<file path="src/rtl/cpu_pkg.sv">
// Shared types for the 5-stage pipeline controller:
// FSM states, stage-control bundle and its canned settings.
package cpu_pkg;

  typedef enum logic {
    RUN,
    MEM_WAIT
  } state_t;

  localparam logic [4:0] REG_ZERO = 5'd0;

  typedef struct packed {
    logic pc_we;
    logic ifid_we;
    logic ifid_flush;
    logic idex_we;
    logic idex_flush;
    logic exmem_we;
    logic memwb_we;
    logic memwb_bubble;
  } stage_ctl_t;

  localparam stage_ctl_t ALL_RUN = '{
    pc_we: 1'b1, ifid_we: 1'b1, ifid_flush: 1'b0,
    idex_we: 1'b1, idex_flush: 1'b0, exmem_we: 1'b1,
    memwb_we: 1'b1, memwb_bubble: 1'b0
  };

  // MEM_WB keeps loading, but only a bubble
  localparam stage_ctl_t ALL_FREEZE = '{
    pc_we: 1'b0, ifid_we: 1'b0, ifid_flush: 1'b0,
    idex_we: 1'b0, idex_flush: 1'b0, exmem_we: 1'b0,
    memwb_we: 1'b1, memwb_bubble: 1'b1
  };

  localparam stage_ctl_t ALL_RESET = '{
    pc_we: 1'b0, ifid_we: 1'b0, ifid_flush: 1'b1,
    idex_we: 1'b0, idex_flush: 1'b1, exmem_we: 1'b0,
    memwb_we: 1'b0, memwb_bubble: 1'b1
  };

  function automatic logic is_load_use(
    input logic       mem_read,
    input logic [4:0] rd,
    input logic [4:0] rs,
    input logic [4:0] rt
  );
    return mem_read && (rd != REG_ZERO) &&
           ((rd == rs) || (rd == rt));
  endfunction

endpackage

</file>
<file path="src/rtl/mem_wait_timer.sv">
// Cycle counter for an outstanding data-memory access;
// expire flags the last allowed wait cycle.
module mem_wait_timer #(
  parameter int TIMEOUT = 255
) (
  input  logic clk,
  input  logic rst_n,
  input  logic clr,
  input  logic en,
  output logic expire
);

  localparam logic [15:0] LAST = 16'(TIMEOUT - 1);

  logic [15:0] cnt;

  always_ff @(posedge clk) begin
    if (!rst_n || clr) begin
      cnt <= '0;
    end else if (en) begin
      cnt <= cnt + 16'd1;
    end
  end

  assign expire = (cnt == LAST);

endmodule

</file>
<file path="src/rtl/hazard_ctrl.sv">
// Pipeline controller: load-use stalls, branch flushes,
// multi-cycle data-memory freeze with timeout.
module hazard_ctrl
  import cpu_pkg::*;
#(
  parameter int TIMEOUT = 255,
  parameter int CNT_W   = 16
) (
  input  logic             clk_i,
  input  logic             rst_i,
  input  logic             IDEX_MemRead_i,
  input  logic [4:0]       IDEX_RD_i,
  input  logic [4:0]       IFID_RS_i,
  input  logic [4:0]       IFID_RT_i,
  input  logic             Branch_taken_i,
  input  logic             Dmem_req_i,
  input  logic             Dmem_ack_i,
  output logic             Dmem_start_o,
  output logic             PC_Write_o,
  output logic             IFID_Write_o,
  output logic             IFID_Flush_o,
  output logic             IDEX_Write_o,
  output logic             IDEX_Flush_o,
  output logic             EXMEM_Write_o,
  output logic             MEMWB_Write_o,
  output logic             MEMWB_Bubble_o,
  output logic [CNT_W-1:0] Stall_cnt_o,
  output logic             Err_o
);

  state_t     state, state_nx;
  stage_ctl_t ctl, hz_ctl;
  logic       load_use;
  logic       start, err_set;
  logic       tmr_clr, tmr_en, expire;
  logic [CNT_W-1:0] stall_cnt;
  logic             err;

  mem_wait_timer #(
    .TIMEOUT(TIMEOUT)
  ) u_timer (
    .clk   (clk_i),
    .rst_n (rst_i),
    .clr   (tmr_clr),
    .en    (tmr_en),
    .expire(expire)
  );

  assign load_use = is_load_use(IDEX_MemRead_i, IDEX_RD_i,
                                IFID_RS_i, IFID_RT_i);

  // load-use beats branch: branch re-resolves next cycle
  always_comb begin
    hz_ctl = ALL_RUN;
    unique case (1'b1)
      load_use: begin
        hz_ctl.pc_we      = 1'b0;
        hz_ctl.ifid_we    = 1'b0;
        hz_ctl.idex_flush = 1'b1;
      end
      (Branch_taken_i && !load_use): begin
        hz_ctl.ifid_flush = 1'b1;
      end
      default: ;
    endcase
  end

  always_comb begin
    ctl      = ALL_RUN;
    state_nx = state;
    start    = 1'b0;
    err_set  = 1'b0;
    tmr_clr  = 1'b0;
    tmr_en   = 1'b0;
    unique case (state)
      RUN: begin
        if (Dmem_req_i) begin
          ctl      = ALL_FREEZE;
          start    = 1'b1;
          tmr_clr  = 1'b1;
          state_nx = MEM_WAIT;
        end else begin
          ctl = hz_ctl;
        end
      end
      MEM_WAIT: begin
        if (Dmem_ack_i || expire) begin
          ctl      = hz_ctl;
          err_set  = !Dmem_ack_i;
          state_nx = RUN;
        end else begin
          ctl    = ALL_FREEZE;
          tmr_en = 1'b1;
        end
      end
      default: state_nx = RUN;
    endcase
    if (!rst_i) begin
      ctl      = ALL_RESET;
      start    = 1'b0;
      err_set  = 1'b0;
      state_nx = RUN;
    end
  end

  always_ff @(posedge clk_i) begin
    if (!rst_i) begin
      state     <= RUN;
      stall_cnt <= '0;
      err       <= 1'b0;
    end else begin
      state <= state_nx;
      if (!ctl.pc_we && (stall_cnt != '1)) begin
        stall_cnt <= stall_cnt + 1'b1;
      end
      if (err_set) begin
        err <= 1'b1;
      end
    end
  end

  assign Dmem_start_o   = start;
  assign PC_Write_o     = ctl.pc_we;
  assign IFID_Write_o   = ctl.ifid_we;
  assign IFID_Flush_o   = ctl.ifid_flush;
  assign IDEX_Write_o   = ctl.idex_we;
  assign IDEX_Flush_o   = ctl.idex_flush;
  assign EXMEM_Write_o  = ctl.exmem_we;
  assign MEMWB_Write_o  = ctl.memwb_we;
  assign MEMWB_Bubble_o = ctl.memwb_bubble;
  assign Stall_cnt_o    = stall_cnt;
  assign Err_o          = err;

endmodule
</file>
<file path="config.mk">
export PLATFORM = sky130hd
export DESIGN_NAME = hazard_ctrl
export DESIGN_NICKNAME = d
export VERILOG_FILES = /design/src/rtl/cpu_pkg.sv /design/src/rtl/mem_wait_timer.sv /design/src/rtl/hazard_ctrl.sv
export SDC_FILE = /design/constraint.sdc
export NUM_CORES = 1
export LEC_CHECK = 0
export CAP_MARGIN = 20
export CORE_UTILIZATION = 45
export DETAILED_ROUTE_END_ITERATION = 12
export PLACE_DENSITY_LB_ADDON = 0.12
export SLEW_MARGIN = 20
export SYNTH_ARGS = -nofsm -noshare
export SYNTH_HDL_FRONTEND = slang
export SYNTH_HIERARCHICAL = 1
export SYNTH_SLANG_ARGS = --single-unit
</file>
<file path="constraint.sdc">
create_clock -name clk_i -period 2.9 [get_ports clk_i]
set_clock_uncertainty 0.05 [all_clocks]
set_input_delay 0.58 -clock clk_i [delete_from_list [all_inputs] [get_ports clk_i]]
set_output_delay 0.58 -clock clk_i [all_outputs]
set_load 0.01 [all_outputs]
</file>
==> qor.yml <==
status: "complete, no violations"
arrival_ps: 2180
layout_min_cycle_time_ps: 2810
critPathLaunchType: "primary input"
syn_avg_cell_area_um2: 8.46
clock_latency_ps: 290
postSynth.asyncResetShare: 0
yosys_warnings: 6
grt_use_total: 0.212
diodes: 0
post_drt_wl_per_cell_um: 13.2
setup_violations: 0
core_area_um2: 4090
floorplan.initialDensity: 0.478
crit_path_max_fanout: 3
grt_overflow: 0
worst_path_max_delay_cell: "or4_1"
row_count: 23
fin_util: 0.652
pwr_density_cell_nw_per_um2: 375
critPathBufInv: 3
worstMarginPinSlew_ps: 413
max_freq_mhz: 356
cts_buffers: 5
period_share: 0.968
drive_gt1_frac: 0.169
worstPathCellList: "clkdlybuf4s50_1 -> or4_1 -> o21ai_2 -> inv_2 -> nand2_2 -> o21ai_0 -> dlygate4sd2_1"
final_area_um2: 2660
antenna_found_initial: 0
firstDrtPassIters: 4
drt_iter0_markers: 94
port-buffer-count: 46
routed_wl_mm: 4.57
synth-seq-area-share: 0.348
crit_family: "buffers and inverters"
endpoint_kind: "output port"
pin_count: 47
postSynthCellCount: 231
crit_type: "in -> out"
vias: 1879
fin_hold_ws_ps: 435
clk_pin_slew_worst_paths_ps: 70
slowest_delay_ps: 540
vdd_ir_drop_max_v: 0.000208
cts.path.max_buffers: 2
hold_viol: 0
synth_area_um2: 1950
root_buffer: "clkbuf_8"
rsz0062_at_grt: "no"
cts_tree: "yes"
nets: 319
min_path_type: "reg -> reg"
cp.required_ps: 2270
chipHeight_um: 67.9
cts_sinks: 34
cellLeakagePower_nw: 0.913
synth_edf_count: 0
yosys_register_bits: 34
fillers: 375
dieArea_um2: 4610
drv_slew: 0
grt_max_degree: 27
max_slew_margin: 0.725
avgViaCountPerCell: 5.43
synth_fp_nets: 255
synth_ff_type: "dfxtp_1"
placed_area_um2: 2550
yosysUniqueCellTypes: 42
grt_pass1_wl_mm: 7.29
drcViolationCount: 0
final_antenna_net_count: 0
multi_input_area_um2: 1170
cap_violations: 0
cts_max_level: 2
dieWidth_um: 67.9
grt_pass1_vias: 1628
setup-tns-final_ps: 0
register_area_um2: 682
area_growth_pct: 36.3
hpwl_mm: 3.33
place.gp.congestion: 0.813
## layout make-up
class                      count  share of cell area
clock inverter                 1             0.00188
multi-input combinational    175               0.440
clock buffer                   7              0.0324
tap                           50              0.0235
inverter                      10              0.0141
timing repair buffer          69               0.232
sequential                    34               0.256
## kinds of logic (layout without fill, tap and decap cells)
group	after synthesis	after routing	share of synthesized area
fa+ha+maj	3	3	0.0192
mux	10	10	0.0513
xor+xnor	14	14	0.0628
simple gates	105	105	0.311
compound gates	43	43	0.147
flops	34	34	0.348
buf+inv	22	87	0.0602
## cells in the final DEF, fill, tap and decap left out, types with 2 or more instances in the layout
| master | n |
|---|---|
| and2_1 | 2 |
| nand2_1 | 21 |
| o41ai_1 | 2 |
| nand2_2 | 2 |
| nor2b_1 | 2 |
| xor2_1 | 3 |
| xnor2_1 | 11 |
| nand3_1 | 13 |
| o21a_1 | 2 |
| clkdlybuf4s50_1 | 42 |
| inv_1 | 9 |
| clkbuf_8 | 6 |
| nor4b_2 | 2 |
| mux2i_1 | 10 |
| dfxtp_1 | 33 |
| nor2_1 | 10 |
| o31ai_1 | 10 |
| nor4_1 | 9 |
| a21oi_1 | 16 |
| buf_4 | 23 |
| ha_1 | 3 |
| or4_1 | 12 |
| nand2b_1 | 11 |
| or3_1 | 3 |
| nor3_1 | 2 |
| o21ai_0 | 4 |
| nand3_2 | 2 |
| and3_1 | 3 |
| nand4_1 | 5 |
| clkbuf_2 | 3 |
## routing by layer
metal	share of wire	GRT usage
met1	0.49	0.270
met2	0.45	0.342
met3	0.043	0.0583
met4	0.0098	0.0729
met5	0	0
## flip-flops by register name (all words and copies together), names as in the netlist
signal	flops
Err_o	1
Stall_cnt_o	16
state	1
u_timer/cnt	16
## worst min-delay path, stage by stage (launching register included)
cell     delay, ps
dfxtp_1        330
nand2_1         60
mux2i_1         60
## what timing repair did
action	4_1_cts	5_1_grt
setup endpoints to repair	4	7
setup buffers	0	2
pin swaps	0	2
hold buffers	0	0
resized for setup	4	13
## synth_stat cells (3+ instances only)
library cell  number  area (um2)
o31ai_1           10        75.1
or4_1             12        90.1
xnor2_1           11        96.3
nand2b_1          11        68.8
xor2_1             3        26.3
inv_1             10        37.5
nor2_1            11        41.3
buf_4              5        37.5
nor4_1             9        56.3
ha_1               3        37.5
o21ai_0            4        20.0
and3_1             3        18.8
nand2_1           23        86.3
nand3_1           13        65.1
nand4_1            5        31.3
dfxtp_1           34         681
mux2i_1           10         100
a21oi_1           16        80.1
clkbuf_1           4        15.0
or3_1              3        18.8
## path summary, 6_finish.rpt
path,from,endpoint,slack (ps),cells after the start
max,IDEX_RD_i[1],IDEX_Flush_o,90,7
min,u_timer/cnt[15],u_timer/cnt[15],440,2
max reg2reg,u_timer/cnt[0],u_timer/cnt[10],430,10
min reg2reg,u_timer/cnt[15],u_timer/cnt[15],440,2
## through the flow
step	instances	power [mW]	setup WS, ps
floorplan	231	0.567	356
global placement	336	0.643	-253
detailed placement	336	0.645	-245
CTS	344	1.00	0.927
global route	346	1.04	5.20
finish	346	0.998	92.8
## power by group
| part | internal, mW | switching, mW |
|---|---|---|
| clock network | 0.192 | 0.173 |
| registers | 0.473 | 0.00576 |
| logic | 0.0860 | 0.0693 |
| total | 0.750 | 0.248 |
(Power assumes the default switching activity.)
